[src/rtl/execute_alu_wbbuf_pkg.sv]
// Shared types and constants for the ALU writeback result buffer.
// Occupancy encodings and GPR index constants used by the buffer and its entries.
package execute_alu_wbbuf_pkg;
  localparam int DATA_W    = 32;
  localparam int GPR_IDX_W = 5;
  localparam logic [GPR_IDX_W-1:0] GPR_ZERO = 5'd0;

  typedef enum logic [1:0] {
    WBBUF_EMPTY = 2'd0,
    WBBUF_HEAD  = 2'd1,
    WBBUF_FULL  = 2'd2
  } wbbuf_state_e;
endpackage

[src/rtl/execute_alu_wbbuf_if.sv]
// ALU-side and writeback-side handshake bundle of the result buffer.
// slave = the buffer itself, master = whatever drives it (ALU mux + writeback arbiter).
interface execute_alu_wbbuf_if #(parameter int TAG_W = 4);
  import execute_alu_wbbuf_pkg::*;

  logic                 i_valid;
  logic                 o_ready;
  logic [DATA_W-1:0]    i_result;
  logic [GPR_IDX_W-1:0] i_dst;
  logic [TAG_W-1:0]     i_tag;

  logic                 o_valid;
  logic                 i_ready;
  logic [DATA_W-1:0]    o_result;
  logic [GPR_IDX_W-1:0] o_dst;
  logic                 o_wen;
  logic [TAG_W-1:0]     o_tag;

  logic                 o_bypass_valid;
  logic [GPR_IDX_W-1:0] o_bypass_dst;
  logic [DATA_W-1:0]    o_bypass_data;

  modport slave (
    input  i_valid, i_result, i_dst, i_tag, i_ready,
    output o_ready, o_valid, o_result, o_dst, o_wen, o_tag,
           o_bypass_valid, o_bypass_dst, o_bypass_data
  );

  modport master (
    output i_valid, i_result, i_dst, i_tag, i_ready,
    input  o_ready, o_valid, o_result, o_dst, o_wen, o_tag,
           o_bypass_valid, o_bypass_dst, o_bypass_data
  );
endinterface

[src/rtl/execute_alu_wbbuf_entry.sv]
// One buffered result: valid + result/dst/tag with load and clear.
// Clear drops only the valid bit; payload is left as-is since nothing reads it while invalid.
module execute_alu_wbbuf_entry
  import execute_alu_wbbuf_pkg::*;
#(
  parameter int TAG_W = 4
) (
  input  logic                 clk,
  input  logic                 resetn,
  input  logic                 clr,
  input  logic                 ld,
  input  logic [DATA_W-1:0]    result_d,
  input  logic [GPR_IDX_W-1:0] dst_d,
  input  logic [TAG_W-1:0]     tag_d,
  output logic                 vld_q,
  output logic [DATA_W-1:0]    result_q,
  output logic [GPR_IDX_W-1:0] dst_q,
  output logic [TAG_W-1:0]     tag_q
);

  always_ff @(posedge clk or negedge resetn) begin
    if (!resetn) begin
      vld_q    <= 1'b0;
      result_q <= '0;
      dst_q    <= '0;
      tag_q    <= '0;
    end else if (clr) begin
      vld_q    <= 1'b0;
    end else if (ld) begin
      vld_q    <= 1'b1;
      result_q <= result_d;
      dst_q    <= dst_d;
      tag_q    <= tag_d;
    end
  end

endmodule

[src/rtl/execute_alu_wbbuf.sv]
// ALU result buffer: 2-entry skid (head + skid) feeding the writeback arbiter.
// Define EXECUTE_ALU_WBBUF_BYPASS_EN to drive the same-cycle bypass port from the head entry.
module execute_alu_wbbuf
  import execute_alu_wbbuf_pkg::*;
#(
  parameter int TAG_W = 4
) (
  input  logic               clk,
  input  logic               resetn,
  input  logic               i_flush,
  execute_alu_wbbuf_if.slave bus
);

  wbbuf_state_e state, state_nxt;

  logic                 acc, hand;
  logic                 head_ld, head_clr, head_from_skid;
  logic                 skid_ld, skid_clr;

  logic                 head_vld, skid_vld;
  logic [DATA_W-1:0]    head_result, skid_result, head_result_d;
  logic [GPR_IDX_W-1:0] head_dst, skid_dst, head_dst_d;
  logic [TAG_W-1:0]     head_tag, skid_tag, head_tag_d;

  // o_ready is just the inverted skid valid flop, so i_ready never reaches it combinationally
  assign acc  = bus.i_valid && !skid_vld;
  assign hand = head_vld && bus.i_ready;

  always_ff @(posedge clk or negedge resetn) begin
    if (!resetn) state <= WBBUF_EMPTY;
    else         state <= state_nxt;
  end

  always_comb begin
    state_nxt      = state;
    head_ld        = 1'b0;
    head_clr       = 1'b0;
    head_from_skid = 1'b0;
    skid_ld        = 1'b0;
    skid_clr       = 1'b0;
    if (i_flush) begin
      head_clr  = 1'b1;
      skid_clr  = 1'b1;
      state_nxt = WBBUF_EMPTY;
    end else begin
      case (state)
        WBBUF_EMPTY: begin
          if (acc) begin
            head_ld   = 1'b1;
            state_nxt = WBBUF_HEAD;
          end
        end
        WBBUF_HEAD: begin
          if (acc && hand) begin
            head_ld = 1'b1;
          end else if (acc) begin
            skid_ld   = 1'b1;
            state_nxt = WBBUF_FULL;
          end else if (hand) begin
            head_clr  = 1'b1;
            state_nxt = WBBUF_EMPTY;
          end
        end
        WBBUF_FULL: begin
          if (hand) begin
            head_ld        = 1'b1;
            head_from_skid = 1'b1;
            skid_clr       = 1'b1;
            state_nxt      = WBBUF_HEAD;
          end
        end
        default: state_nxt = WBBUF_EMPTY;
      endcase
    end
  end

  // Skid always drains into head first, keeping strict FIFO order
  assign head_result_d = head_from_skid ? skid_result : bus.i_result;
  assign head_dst_d    = head_from_skid ? skid_dst    : bus.i_dst;
  assign head_tag_d    = head_from_skid ? skid_tag    : bus.i_tag;

  execute_alu_wbbuf_entry #(.TAG_W(TAG_W)) u_head (
    .clk      (clk),
    .resetn   (resetn),
    .clr      (head_clr),
    .ld       (head_ld),
    .result_d (head_result_d),
    .dst_d    (head_dst_d),
    .tag_d    (head_tag_d),
    .vld_q    (head_vld),
    .result_q (head_result),
    .dst_q    (head_dst),
    .tag_q    (head_tag)
  );

  execute_alu_wbbuf_entry #(.TAG_W(TAG_W)) u_skid (
    .clk      (clk),
    .resetn   (resetn),
    .clr      (skid_clr),
    .ld       (skid_ld),
    .result_d (bus.i_result),
    .dst_d    (bus.i_dst),
    .tag_d    (bus.i_tag),
    .vld_q    (skid_vld),
    .result_q (skid_result),
    .dst_q    (skid_dst),
    .tag_q    (skid_tag)
  );

  assign bus.o_ready  = !skid_vld;
  assign bus.o_valid  = head_vld;
  assign bus.o_result = head_result;
  assign bus.o_dst    = head_dst;
  assign bus.o_tag    = head_tag;
  assign bus.o_wen    = head_vld && (head_dst != GPR_ZERO);

`ifdef EXECUTE_ALU_WBBUF_BYPASS_EN
  // Flush kills the bypass in the same cycle so squashed results never forward
  assign bus.o_bypass_valid = head_vld && (head_dst != GPR_ZERO) && !i_flush;
  assign bus.o_bypass_dst   = head_dst;
  assign bus.o_bypass_data  = head_result;
`else
  assign bus.o_bypass_valid = 1'b0;
  assign bus.o_bypass_dst   = '0;
  assign bus.o_bypass_data  = '0;
`endif

endmodule

[src/flat_wrapper.sv]
// flat-port wrapper written by rule: the top's interface ports become plain ports
module execute_alu_wbbuf_flat import execute_alu_wbbuf_pkg::*;
#(
  parameter int TAG_W = 4
)
  (clk, resetn, i_flush, bus_i_valid, bus_i_result, bus_i_dst, bus_i_tag, bus_i_ready, bus_o_ready, bus_o_valid, bus_o_result, bus_o_dst, bus_o_wen, bus_o_tag, bus_o_bypass_valid, bus_o_bypass_dst, bus_o_bypass_data);
  execute_alu_wbbuf_if #(.TAG_W(TAG_W)) bus_i ();
  input  logic clk;
  input  logic resetn;
  input  logic i_flush;
  input wire logic [$bits(bus_i.i_valid)-1:0] bus_i_valid;
  input wire logic [$bits(bus_i.i_result)-1:0] bus_i_result;
  input wire logic [$bits(bus_i.i_dst)-1:0] bus_i_dst;
  input wire logic [$bits(bus_i.i_tag)-1:0] bus_i_tag;
  input wire logic [$bits(bus_i.i_ready)-1:0] bus_i_ready;
  output wire logic [$bits(bus_i.o_ready)-1:0] bus_o_ready;
  output wire logic [$bits(bus_i.o_valid)-1:0] bus_o_valid;
  output wire logic [$bits(bus_i.o_result)-1:0] bus_o_result;
  output wire logic [$bits(bus_i.o_dst)-1:0] bus_o_dst;
  output wire logic [$bits(bus_i.o_wen)-1:0] bus_o_wen;
  output wire logic [$bits(bus_i.o_tag)-1:0] bus_o_tag;
  output wire logic [$bits(bus_i.o_bypass_valid)-1:0] bus_o_bypass_valid;
  output wire logic [$bits(bus_i.o_bypass_dst)-1:0] bus_o_bypass_dst;
  output wire logic [$bits(bus_i.o_bypass_data)-1:0] bus_o_bypass_data;
  assign bus_i.i_valid = bus_i_valid;
  assign bus_i.i_result = bus_i_result;
  assign bus_i.i_dst = bus_i_dst;
  assign bus_i.i_tag = bus_i_tag;
  assign bus_i.i_ready = bus_i_ready;
  assign bus_o_ready = bus_i.o_ready;
  assign bus_o_valid = bus_i.o_valid;
  assign bus_o_result = bus_i.o_result;
  assign bus_o_dst = bus_i.o_dst;
  assign bus_o_wen = bus_i.o_wen;
  assign bus_o_tag = bus_i.o_tag;
  assign bus_o_bypass_valid = bus_i.o_bypass_valid;
  assign bus_o_bypass_dst = bus_i.o_bypass_dst;
  assign bus_o_bypass_data = bus_i.o_bypass_data;
  execute_alu_wbbuf #(.TAG_W(TAG_W)) u_core (.clk(clk), .resetn(resetn), .i_flush(i_flush), .bus(bus_i));
endmodule
[config.mk]
export PLATFORM = sky130hd
export DESIGN_NAME = execute_alu_wbbuf_flat
export DESIGN_NICKNAME = d
export VERILOG_FILES = /design/src/rtl/execute_alu_wbbuf_pkg.sv /design/src/rtl/execute_alu_wbbuf_if.sv /design/src/rtl/execute_alu_wbbuf_entry.sv /design/src/rtl/execute_alu_wbbuf.sv /design/src/flat_wrapper.sv
export SDC_FILE = /design/constraint.sdc
export NUM_CORES = 1
export LEC_CHECK = 0
export CAP_MARGIN = 20
export CORE_MARGIN = 2
export CORE_UTILIZATION = 42
export CTS_CLUSTER_DIAMETER = 40
export DETAILED_ROUTE_END_ITERATION = 10
export PLACE_DENSITY = 0.88
export SYNTH_ARGS = -nofsm -noshare
export SYNTH_HDL_FRONTEND = slang
export SYNTH_SLANG_ARGS = --single-unit
[constraint.sdc]
create_clock -name clk -period 1.84 [get_ports clk]
set_clock_uncertainty 0.15 [all_clocks]
set_input_delay 0.276 -clock clk [delete_from_list [all_inputs] [get_ports clk]]
set_output_delay 0.276 -clock clk [all_outputs]
set_load 0.03 [all_outputs]
==> run_results.csv <==
group,metric,value,unit
placement,portBuffers,89,
status,violations,"negative setup slack",
routing,totalWireLength,8.99,mm
global_routing,antenna_found_initial,0,
logic_synthesis,synth_area,0.00408,mm²
power,ir_drop,0.936,mV
setup_path,crit_path_start_kind,"register",
setup_path,path_class,"register to register",
job,maxCapViolCount,0,
routing,drc,0,
clocking,cts_tree,"yes",
setup_path,cp-end-kind,"register",
setup_path,worstPathArrival,2130,ps
floorplanning,ios,128,
logic_synthesis,synth_top_flop_cell,"dfrtp_1",
global_routing,grt_pass1_vias,2722,
final_layout,utilization,62.3,%
logic_synthesis,synth.distinct_cells,26,
timing,hold_viol,0,
timing,clock.fmax,0.488,GHz
routing,wl_per_cell,16.7,µm
power,p_per_area,1440,mW/mm²
status,outcome,"finished with violations",
setup_path,critPathRequiredTime,1920,ps
logic_synthesis,synth_edf_count,0,
logic_synthesis,synthTopCellsByCount,"112 x mux2_2, 86 x dfrtp_1, 38 x buf_4",
floorplanning,dieWidth,103,µm
setup_path,r2r_start,"u_core.state[0]",
logic_synthesis,synth_top_area_cell,"dfrtp_1",
clocking,clk_path_buf_depth,2,
setup_path,r2r_slack,-210,ps
logic_synthesis,yosys_warnings,0,
placement,hpwl,5.86,mm
final_layout,nFillCells,715,
timing,finalMaxSlewViolations,0,
timing,setup_slack,-209,ps
setup_path,critPathMaxFanout,8,
setup_path,worst_r2r_endpoint,"u_core.u_head.result_q[25]",
routing,ant_nets,0,
timing,finalCriticalPeriod,2050,ps
timing,holdWs,211,ps
setup_path,reg2regPathDepth,6,
final_layout,antennaDiodeCount,0,
logic_synthesis,synth_top_area_share,52.8,%
floorplanning,core-area,0.00933,mm²
clocking,cts_buffers,9,
floorplanning,die_h,103,µm
global_routing,gr-total-overflow,0,
logic_synthesis,syn_area_per_cell,14.2,µm²
routing,drt_iter0_drc,49,
clocking,htreeDepth,3,
logic_synthesis,syn_inst,287,
final_layout,synthToLayoutAreaGrowth,42.5,%
logic_synthesis,async_flop_share,100,%
routing,vias,2549,
global_routing,grt_pass1_wl,13.2,mm
clocking,cts_root_buf,"clkbuf_8",
floorplanning,start_util,43.7,%
timing,setup_violations,43,
timing,min_period_over_period,111,%
timing,grt_setup_unrepaired,"true",
logic_synthesis,synthTopCellsByArea,"dfrtp_1 53%, mux2_2 31%, buf_4 7.0%, mux2_1 3.0%, buf_6 1.1%",
clocking,clk_latency,350,ps
final_layout,drive_gt1_share,41.8,%
floorplanning,dieArea,0.0105,mm²
logic_synthesis,ys_ff_latch,86,
placement,place.gp.congestion,0.774,
logic_synthesis,yosysSeqAreaShare,52.8,%
logic_synthesis,synth_most_common_cell,"mux2_2",
power,leakagePower,2.84,nW
clocking,clkTransAtPathRegs,90,ps
clocking,clock-sinks,86,
global_routing,grt_max_degree,47,
power,finalPower,8.37,mW
final_layout,num-nets-final,450,
floorplanning,rows,35,
global_routing,grt_usage,16.2,%
routing,vias_per_cell,4.74,
routing,dr.pass1.iters,4,
min_path,hp-class,"input pin to async pin",
## per-stage QoR
step | TNS [ps] | area, µm² | cells | setup slack (ps)
after global routing | -9370 | 5810 | 538 | -275
after global placement | -27680 | 5120 | 512 | -501
after detailed placement | -33040 | 5120 | 512 | -580
after floorplan | -6720 | 4220 | 324 | -176
final | -7710 | 5810 | 538 | -209
after CTS | -7210 | 5350 | 529 | -213
## timing repair
item | CTS | global route
hold endpoints to repair | 21 | 0
resized for setup | 11 | 91
setup buffers | 0 | 4
endpoints found under the setup margin | 53 | 101
cloned | 0 | 5
hold buffers | 1 | 0
pin swaps | 0 | 6
## cells in the final DEF, fill, tap and decap left out, types with 2 or more instances in the layout
| cell | instances |
|---|---|
| buf_6 | 2 |
| dlygate4sd2_1 | 10 |
| buf_12 | 9 |
| clkinvlp_4 | 2 |
| mux2_1 | 8 |
| clkbuf_8 | 12 |
| conb_1 | 38 |
| o21a_1 | 2 |
| buf_4 | 15 |
| a21oi_1 | 3 |
| nor2_1 | 3 |
| clkdlybuf4s50_1 | 44 |
| dlymetal6s2s_1 | 33 |
| mux2_2 | 72 |
| clkbuf_16 | 4 |
| mux2_4 | 43 |
| dfrtp_1 | 85 |
| nand2_1 | 3 |
## area by class of cell
type	count	area (µm²)	area share (%)
inverter	1	3.75	0.0646
clock inverter	4	53.8	0.927
timing repair buffer	119	1380	23.8
tap	129	161	2.78
multi-input combinational	187	1890	32.5
clock buffer	12	165	2.84
sequential	86	2150	37.1
## how the worst max path moves through the flow
stage,start,cells past startpoint,endpoint
after floorplan,u_core.u_head.vld_q,5,u_core.u_head.result_q[0]
after global placement,bus_i_valid,6,u_core.u_head.dst_q[2]
after detailed placement,bus_i_ready,6,u_core.u_head.result_q[3]
after CTS,u_core.u_head.dst_q[1],3,bus_o_wen
after global routing,u_core.u_head.dst_q[0],3,bus_o_wen
final,u_core.state[0],6,u_core.u_head.result_q[25]
## worst max-delay path: stages, from the launching register on
cell and delay, ps:
dfrtp_1 420, a21boi_4 160, or3b_4 410, a21oi_4 150, buf_12 170, clkbuf_16 180
mux2_4 300
## sequential cells by signal, indices dropped and copies added, names as in the netlist
register / flops
u_core.u_head.vld_q: 1
u_core.state: 2
u_core.u_head.dst_q: 5
u_core.u_head.result_q: 32
u_core.u_skid.result_q: 32
u_core.u_skid.vld_q: 1
u_core.u_skid.dst_q: 5
u_core.u_skid.tag_q: 4
u_core.u_head.tag_q: 4
## metal layers
layer	up-vias	track usage (%)	part of all wire, %
met5	-	0	0
met4	0	3.69	0.47
met3	4	4.20	5.0
met2	83	29.2	53
met1	1298	19.5	41
li1	1164	-	-
## where the power goes
| part | internal [mW] | total (mW) | leakage (nW) | switching (mW) |
|---|---|---|---|---|
| clock | 0.742 | 1.41 | 0.105 | 0.669 |
| sequential | 2.78 | 3.29 | 1.03 | 0.502 |
| combinational | 1.92 | 3.67 | 1.71 | 1.75 |
## logic make-up (layout without fill, tap and decap cells)
kind of cell	after synthesis	after routing	synth area share (%)
simple gates	15	15	2.03
flops	86	86	52.8
buf+inv	51	136	9.06
compound gates	10	10	1.81
other cells	1	38	0.0920
xor+xnor	1	1	0.215
mux	123	123	34.0
Note: power is estimated with default switching activity, not from simulation.
